<file path="src/rtl/key_mode_if.sv">
// Bundle of key pins, debounced key events and mode/speed outputs between the
// key front end and its neighbours.
//   keys_in      raw key pins (towards the controller)
//   key_level    debounced pressed level, 1 = pressed
//   key_press    1-cycle pulse on debounced press
//   key_release  1-cycle pulse on debounced release
//   key_long     1-cycle pulse once per press after the long-press threshold
//   mode, speed  current LED mode and speed index
//   mode_changed 1-cycle pulse when mode or speed takes a new value
// master: the side driving the pins (board / bench); slave: key_mode_ctrl.
interface key_mode_if #(
  parameter int NUM_KEYS = 4
);
  logic [NUM_KEYS-1:0] keys_in;
  logic [NUM_KEYS-1:0] key_level;
  logic [NUM_KEYS-1:0] key_press;
  logic [NUM_KEYS-1:0] key_release;
  logic [NUM_KEYS-1:0] key_long;
  logic [1:0]          mode;
  logic [1:0]          speed;
  logic                mode_changed;

  modport master (
    output keys_in,
    input  key_level, key_press, key_release, key_long,
    input  mode, speed, mode_changed
  );

  modport slave (
    input  keys_in,
    output key_level, key_press, key_release, key_long,
    output mode, speed, mode_changed
  );
endinterface

</file>
<file path="src/rtl/key_mode_ctrl.sv">
// Key front end for the LED marquee: synchronises and debounces NUM_KEYS
// push-buttons, emits level/press/release/long-press events, and owns the
// LED mode (key0 press steps it, key1 long press clears mode and speed) and
// speed (key1 short press steps it).
// Ports:
//   clk  system clock
//   rst  asynchronous reset, active-high
//   bus  key_mode_if slave: keys_in in; key_level, key_press, key_release,
//        key_long, mode, speed, mode_changed out
module key_mode_ctrl #(
  parameter int CLK_FREQ       = 200_000_000,
  parameter int DEBOUNCE_MS    = 20,
  parameter int LONG_MS        = 1000,
  parameter int NUM_KEYS       = 4,
  parameter int KEY_ACTIVE_LOW = 1,
  parameter int MODE_COUNT     = 3
) (
  input  logic       clk,
  input  logic       rst,
  key_mode_if.slave  bus
);

  localparam int DB_CYCLES   = CLK_FREQ / 1000 * DEBOUNCE_MS;
  localparam int LONG_CYCLES = CLK_FREQ / 1000 * LONG_MS;
  localparam int DB_W        = (DB_CYCLES > 1) ? $clog2(DB_CYCLES) : 1;
  localparam int HOLD_W      = (LONG_CYCLES > 1) ? $clog2(LONG_CYCLES) : 1;

  localparam logic [DB_W-1:0]     DB_LAST   = DB_W'(DB_CYCLES - 1);
  localparam logic [HOLD_W-1:0]   HOLD_LAST = HOLD_W'(LONG_CYCLES - 1);
  localparam logic [1:0]          MODE_LAST = 2'(MODE_COUNT - 1);
  // Released pin level, so a reset never looks like a press.
  localparam logic [NUM_KEYS-1:0] SYNC_IDLE =
    (KEY_ACTIVE_LOW != 0) ? {NUM_KEYS{1'b1}} : {NUM_KEYS{1'b0}};

  typedef enum logic [1:0] {
    IDLE,
    PRESS_WAIT,
    HELD,
    RELEASE_WAIT
  } key_state_t;

  logic [NUM_KEYS-1:0] sync1_q, sync2_q;
  logic [NUM_KEYS-1:0] pressed;

  key_state_t          st_q   [NUM_KEYS];
  key_state_t          st_d   [NUM_KEYS];
  logic [DB_W-1:0]     db_q   [NUM_KEYS];
  logic [DB_W-1:0]     db_d   [NUM_KEYS];
  logic [HOLD_W-1:0]   hold_q [NUM_KEYS];
  logic [HOLD_W-1:0]   hold_d [NUM_KEYS];
  logic [NUM_KEYS-1:0] long_flag_q, long_flag_d;
  logic [NUM_KEYS-1:0] level_q, level_d;
  logic [NUM_KEYS-1:0] press_q, press_d;
  logic [NUM_KEYS-1:0] release_q, release_d;
  logic [NUM_KEYS-1:0] long_q, long_d;

  logic [1:0] mode_q, mode_d;
  logic [1:0] speed_q, speed_d;
  logic       changed_q, changed_d;

  // Stage: two-flop synchroniser on the raw pins
  always_ff @(posedge clk or posedge rst) begin
    if (rst) begin
      sync1_q <= SYNC_IDLE;
      sync2_q <= SYNC_IDLE;
    end else begin
      sync1_q <= bus.keys_in;
      sync2_q <= sync1_q;
    end
  end

  assign pressed = (KEY_ACTIVE_LOW != 0) ? ~sync2_q : sync2_q;

  // Stage: per-key debounce FSMs and registered events
  always_ff @(posedge clk or posedge rst) begin
    if (rst) begin
      for (int k = 0; k < NUM_KEYS; k++) begin
        st_q[k]   <= IDLE;
        db_q[k]   <= '0;
        hold_q[k] <= '0;
      end
      long_flag_q <= '0;
      level_q     <= '0;
      press_q     <= '0;
      release_q   <= '0;
      long_q      <= '0;
    end else begin
      for (int k = 0; k < NUM_KEYS; k++) begin
        st_q[k]   <= st_d[k];
        db_q[k]   <= db_d[k];
        hold_q[k] <= hold_d[k];
      end
      long_flag_q <= long_flag_d;
      level_q     <= level_d;
      press_q     <= press_d;
      release_q   <= release_d;
      long_q      <= long_d;
    end
  end

  always_comb begin
    long_flag_d = long_flag_q;
    level_d     = level_q;
    press_d     = '0;
    release_d   = '0;
    long_d      = '0;
    for (int k = 0; k < NUM_KEYS; k++) begin
      st_d[k]   = st_q[k];
      db_d[k]   = db_q[k];
      hold_d[k] = hold_q[k];
      case (st_q[k])
        IDLE: begin
          if (pressed[k]) begin
            st_d[k] = PRESS_WAIT;
            db_d[k] = '0;
          end
        end
        PRESS_WAIT: begin
          if (!pressed[k]) begin
            st_d[k] = IDLE;
          end else if (db_q[k] == DB_LAST) begin
            st_d[k]        = HELD;
            press_d[k]     = 1'b1;
            level_d[k]     = 1'b1;
            hold_d[k]      = '0;
            long_flag_d[k] = 1'b0;
          end else begin
            db_d[k] = db_q[k] + 1'b1;
          end
        end
        HELD: begin
          // The threshold test looks at the held time accumulated so far,
          // whichever way the pin goes this cycle.
          if (hold_q[k] == HOLD_LAST && !long_flag_q[k]) begin
            long_d[k]      = 1'b1;
            long_flag_d[k] = 1'b1;
          end
          if (!pressed[k]) begin
            st_d[k] = RELEASE_WAIT;
            db_d[k] = '0;
          end else if (hold_q[k] != HOLD_LAST) begin
            hold_d[k] = hold_q[k] + 1'b1;
          end
        end
        RELEASE_WAIT: begin
          // A bounce back to pressed resumes the same press: hold time and
          // long flag survive, and no new press event is raised.
          if (pressed[k]) begin
            st_d[k] = HELD;
          end else if (db_q[k] == DB_LAST) begin
            st_d[k]      = IDLE;
            release_d[k] = 1'b1;
            level_d[k]   = 1'b0;
          end else begin
            db_d[k] = db_q[k] + 1'b1;
          end
        end
        default: st_d[k] = IDLE;
      endcase
    end
  end

  // Stage: mode/speed update from the registered key events
  always_comb begin
    mode_d  = mode_q;
    speed_d = speed_q;
    if (long_q[1]) begin
      mode_d  = '0;
      speed_d = '0;
    end else if (press_q[0]) begin
      mode_d = (mode_q == MODE_LAST) ? 2'd0 : mode_q + 2'd1;
    end
    // long_flag still describes the press that just ended.
    if (release_q[1] && !long_flag_q[1]) begin
      speed_d = speed_q + 2'd1;
    end
    changed_d = (mode_d != mode_q) || (speed_d != speed_q);
  end

  always_ff @(posedge clk or posedge rst) begin
    if (rst) begin
      mode_q    <= '0;
      speed_q   <= '0;
      changed_q <= 1'b0;
    end else begin
      mode_q    <= mode_d;
      speed_q   <= speed_d;
      changed_q <= changed_d;
    end
  end

  assign bus.key_level    = level_q;
  assign bus.key_press    = press_q;
  assign bus.key_release  = release_q;
  assign bus.key_long     = long_q;
  assign bus.mode         = mode_q;
  assign bus.speed        = speed_q;
  assign bus.mode_changed = changed_q;

endmodule
</file>
<file path="src/flat_wrapper.sv">
// flat-port wrapper written by rule: the top's interface ports become plain ports
module key_mode_ctrl_flat 
#(
  parameter int CLK_FREQ       = 200_000_000,
  parameter int DEBOUNCE_MS    = 20,
  parameter int LONG_MS        = 1000,
  parameter int NUM_KEYS       = 4,
  parameter int KEY_ACTIVE_LOW = 1,
  parameter int MODE_COUNT     = 3
)
  (clk, rst, bus_keys_in, bus_key_level, bus_key_press, bus_key_release, bus_key_long, bus_mode, bus_speed, bus_mode_changed);
  key_mode_if #(.NUM_KEYS(NUM_KEYS)) bus_i ();
  input  logic clk;
  input  logic rst;
  input wire logic [$bits(bus_i.keys_in)-1:0] bus_keys_in;
  output wire logic [$bits(bus_i.key_level)-1:0] bus_key_level;
  output wire logic [$bits(bus_i.key_press)-1:0] bus_key_press;
  output wire logic [$bits(bus_i.key_release)-1:0] bus_key_release;
  output wire logic [$bits(bus_i.key_long)-1:0] bus_key_long;
  output wire logic [$bits(bus_i.mode)-1:0] bus_mode;
  output wire logic [$bits(bus_i.speed)-1:0] bus_speed;
  output wire logic [$bits(bus_i.mode_changed)-1:0] bus_mode_changed;
  assign bus_i.keys_in = bus_keys_in;
  assign bus_key_level = bus_i.key_level;
  assign bus_key_press = bus_i.key_press;
  assign bus_key_release = bus_i.key_release;
  assign bus_key_long = bus_i.key_long;
  assign bus_mode = bus_i.mode;
  assign bus_speed = bus_i.speed;
  assign bus_mode_changed = bus_i.mode_changed;
  key_mode_ctrl #(.CLK_FREQ(CLK_FREQ), .DEBOUNCE_MS(DEBOUNCE_MS), .LONG_MS(LONG_MS), .NUM_KEYS(NUM_KEYS), .KEY_ACTIVE_LOW(KEY_ACTIVE_LOW), .MODE_COUNT(MODE_COUNT)) u_core (.clk(clk), .rst(rst), .bus(bus_i));
endmodule
</file>
<file path="config.mk">
export PLATFORM = sky130hd
export DESIGN_NAME = key_mode_ctrl_flat
export DESIGN_NICKNAME = d
export VERILOG_FILES = /design/src/rtl/key_mode_if.sv /design/src/rtl/key_mode_ctrl.sv /design/src/flat_wrapper.sv
export SDC_FILE = /design/constraint.sdc
export NUM_CORES = 1
export LEC_CHECK = 0
export ABC_CLOCK_PERIOD_IN_PS = 10500
export CAP_MARGIN = 20
export CORE_ASPECT_RATIO = 1.4
export CORE_MARGIN = 8
export CORE_UTILIZATION = 25
export CTS_CLUSTER_DIAMETER = 200
export DETAILED_ROUTE_END_ITERATION = 8
export PLACE_DENSITY = 0.45
export SLEW_MARGIN = 40
export SYNTH_ARGS = -nofsm -noshare
export SYNTH_HDL_FRONTEND = slang
export SYNTH_SLANG_ARGS = --single-unit
</file>
<file path="constraint.sdc">
create_clock -name clk -period 10.5 [get_ports clk]
set_input_delay 2.625 -clock clk [delete_from_list [all_inputs] [get_ports clk]]
set_output_delay 2.625 -clock clk [all_outputs]
set_load 0.05 [all_outputs]
</file>
==> flow_metrics.py <==
metrics = {
    "routing": {
        "routed_wl_um": 30500,
        "vias_per_cell": 4.97,
        "vias": 10000,
        "drc_errors": 0,
        "drt-initial-drc-count": 517,
        "drtAntennaViolNets": 0,
        "first_pass_iters": 6,
        "wl_per_cell_um": 15.1,
    },
    "power": {
        "p_int_uw": 1700,
        "sw_frac_of_total_pct": 22.1,
        "seq_power_share_pct": 44.1,
        "pwr_density_cell_nw_per_um2": 148,
        "p_leak_uw": 0.00595,
        "power_frac_clock_pct": 53.2,
        "comb_power_share_pct": 2.6,
        "p_switching_uw": 480,
        "vdd_drop_max_mv": 0.108,
    },
    "place": {
        "dpl_cell_area_um2": 13600,
        "place_inst": 1964,
        "hpwl_um": 20300,
        "io_buffers": 26,
        "gp_congestion": 0.755,
    },
    "yosys": {
        "syn_avg_cell_area_um2": 9.57,
        "synth_edf_count": 0,
        "netlist_instances": 1327,
        "ys_seq_area_share_pct": 47.5,
        "synth.distinct_cells": 85,
        "synthFlopType": "dfrtp_1",
        "netlist_area_um2": 12700,
        "syn-num-nets": 1341,
        "ys_async_sr_fraction_pct": 100,
        "ys_warn_count": 0,
        "synth-seq-cells": 241,
        "ys_top_cells_by_area": "dfrtp_1 46%, nand2_1 4.3%, nand3_1 4.1%",
        "synth.most_common_cell": "dfrtp_1",
        "synthTopCellsByCount": "233 x dfrtp_1, 145 x nand2_1, 103 x nand3_1, 100 x nor2_1, 66 x o21ai_0",
        "synth_top_area_share_pct": 45.9,
        "yosysTopAreaCell": "dfrtp_1",
    },
    "worst_setup_path": {
        "reg2reg_from": "u_core.hold_q[85]$_DFFE_PP0P_",
        "startpoint": "u_core.bus.key_level[2]$_DFFE_PP0P_",
        "cp_slowest_cell": "clkdlybuf4s50_1",
        "slowest_delay_ps": 830,
        "r2r_end": "u_core.hold_q[86]$_DFFE_PP0P_",
        "r2r_slack_ps": 7590,
        "worst-path-buf-inv": 1,
        "required_ps": 7880,
        "crit_fanout": 3,
        "crit_chain": "clkdlybuf4s50_1",
        "cpLargestDelayFamily": "buffers and inverters",
        "critical_path_depth": 1,
        "endpoint": "bus_key_level[2]",
        "r2r_cells": 6,
        "end_kind": "output pin",
        "crit_type": "reg -> out",
        "cp-start-kind": "flip-flop",
        "cp_data_arrival_time_ps": 1810,
    },
    "status": {
        "status": "completed",
    },
    "clocking": {
        "cts_tree": "built",
        "clk_pin_slew_ps": 60,
        "cts_resized": 0,
        "clkLatencyLatePin_ps": 570,
        "htreeDepth": 1,
        "clockBufferDepth": 3,
        "cts_setup_buffers": 0,
        "clock-sinks": 241,
        "ctsHoldBuffers": 0,
        "cts_inserted_buffers": 30,
        "cts_root_buf": "clkbuf_16",
    },
    "floorplanning": {
        "rows": 98,
        "io_pins": 27,
        "die_w_um": 207,
        "coreArea_um2": 50600,
        "start_util_pct": 25.1,
        "dieHeight_um": 283,
        "dieArea_um2": 58400,
    },
    "layout": {
        "stdcell_count": 2020,
        "drive_gt1_share_pct": 8.91,
        "post-route-cell-area_um2": 14700,
        "antennaDiodeCount": 0,
        "areaGrowthSynthToFinish_pct": 15.9,
        "post-route-util_pct": 29.1,
        "fin_nets": 1360,
    },
    "global_route": {
        "grt_start_max_net_pins": 128,
        "gr-total-overflow": 0,
        "grt_pass1_vias": 10100,
        "grt_pass1_wl_um": 52100,
        "antenna_found_initial": 0,
        "gr-usage-all-layers_pct": 10.6,
    },
    "sta": {
        "finalSetupViolCount": 0,
        "max_freq_mhz": 225,
        "period_share_pct": 42.2,
        "rsz0062_at_grt": "false",
        "hold_violations": 0,
        "fin_skew_ps": 14.3,
        "final.setup.tns_ps": 0,
        "max_slew_margin_pct": 45.8,
        "finalCriticalPeriod_ps": 4440,
        "maxSlewViolCount": 0,
        "worst_pin_slew_ps": 812,
    },
    "job": {
        "max-cap-violations": 0,
    },
    "hold_path": {
        "min_path_type": "reg -> reg",
    },
}
metrics by stage:
| stage | power, µW | worst slack (ps) | hold WS, ps |
|---|---|---|---|
| 2_1_floorplan | 1020 | 1270 | 345 |
| 3_3_place_gp | 1040 | 5750 | 347 |
| 3_5_place_dp | 1040 | 5890 | 348 |
| 4_1_cts | 2230 | 6020 | 357 |
| 5_1_grt | 2270 | 5990 | 358 |
| 6_report | 2180 | 6060 | 355 |
layout by cell type (no fill, tap or decap), types with 23 or more instances in the layout:
| cell | netlist | routed |
|---|---|---|
| a21oi_1 | 50 | 50 |
| and3_1 | 34 | 34 |
| and4_1 | 23 | 23 |
| clkbuf_16 | 0 | 31 |
| clkdlybuf4s50_1 | 0 | 26 |
| dfrtp_1 | 233 | 232 |
| inv_1 | 27 | 26 |
| mux2i_1 | 31 | 31 |
| nand2_1 | 145 | 145 |
| nand3_1 | 103 | 103 |
| nand4_1 | 61 | 61 |
| nor2_1 | 100 | 100 |
| nor3_1 | 34 | 34 |
| o21ai_0 | 66 | 66 |
| o31ai_1 | 29 | 29 |
| xnor2_1 | 38 | 38 |
| xor2_1 | 23 | 23 |
final cells by class:
class | count | area, µm²
inverter | 31 | 131
timing repair buffer | 35 | 335
sequential | 241 | 6040
multi-input combinational | 1007 | 6280
tap | 650 | 813
clock inverter | 13 | 221
fill | 5260 | 35900
clock buffer | 43 | 901
routing by layer:
layer | global-route usage [%] | share of wire [%]
met5 | 0 | 0
met1 | 12.9 | 45
met2 | 19.0 | 50
met4 | 3.29 | 2.0
met3 | 1.63 | 3.7
state kept, by name, summed over array words and instances (netlist names), named ones only:
register / flops
u_core.bus.mode_changed: 1
u_core.bus.speed: 2
u_core.long_flag_q: 4
u_core.bus.key_long: 4
u_core.sync2_q: 4
u_core.bus.mode: 2
u_core.bus.key_release: 4
u_core.st_q: 4
u_core.hold_q: 112
u_core.db_q: 88
u_core.bus.key_level: 4
u_core.bus.key_press: 4
u_core.sync1_q: 4
worst min path at each step:
| stage | startpoint | cells after the start | endpoint |
|---|---|---|---|
| floorplan | u_core.sync1_q[0]$_DFF_PP1_ | 0 | u_core.sync2_q[0]$_DFF_PP1_ |
| global placement | u_core.sync1_q[3]$_DFF_PP1_ | 0 | u_core.sync2_q[3]$_DFF_PP1_ |
| detailed placement | u_core.sync1_q[1]$_DFF_PP1_ | 0 | u_core.sync2_q[1]$_DFF_PP1_ |
| CTS | u_core.sync1_q[1]$_DFF_PP1_ | 0 | u_core.sync2_q[1]$_DFF_PP1_ |
| global route | u_core.sync1_q[1]$_DFF_PP1_ | 0 | u_core.sync2_q[1]$_DFF_PP1_ |
| finish | u_core.sync1_q[1]$_DFF_PP1_ | 0 | u_core.sync2_q[1]$_DFF_PP1_ |
kinds of logic after synthesis:
family / after synthesis / share of synthesized area, %
AO/OA/AOI/OAI: 246 / 12.7
XOR/XNOR: 61 / 4.20
adder cells (fa/ha/maj): 8 / 0.788
buffers and inverters: 79 / 3.11
flip-flops: 241 / 47.5
multiplexers: 37 / 2.97
AND/OR/NAND/NOR: 655 / 28.7
power by group through the flow:
stage / clock, µW / sequential (µW) / combinational, µW
after floorplan: 0 / 969 / 48.0
after global placement: 0 / 977 / 59.6
after detailed placement: 0 / 977 / 60.7
after CTS: 1210 / 961 / 60.6
after global routing: 1240 / 963 / 68.7
final: 1160 / 961 / 57.7
worst register-to-register path, delay by kind of cell (launching register included):
family,cells,cell delay [ps]
flip-flops,1,420
AO/OA/AOI/OAI,1,360
AND/OR/NAND/NOR,4,1790
adder cells (fa/ha/maj),1,230
Note: power is estimated with default switching activity, not from simulation.
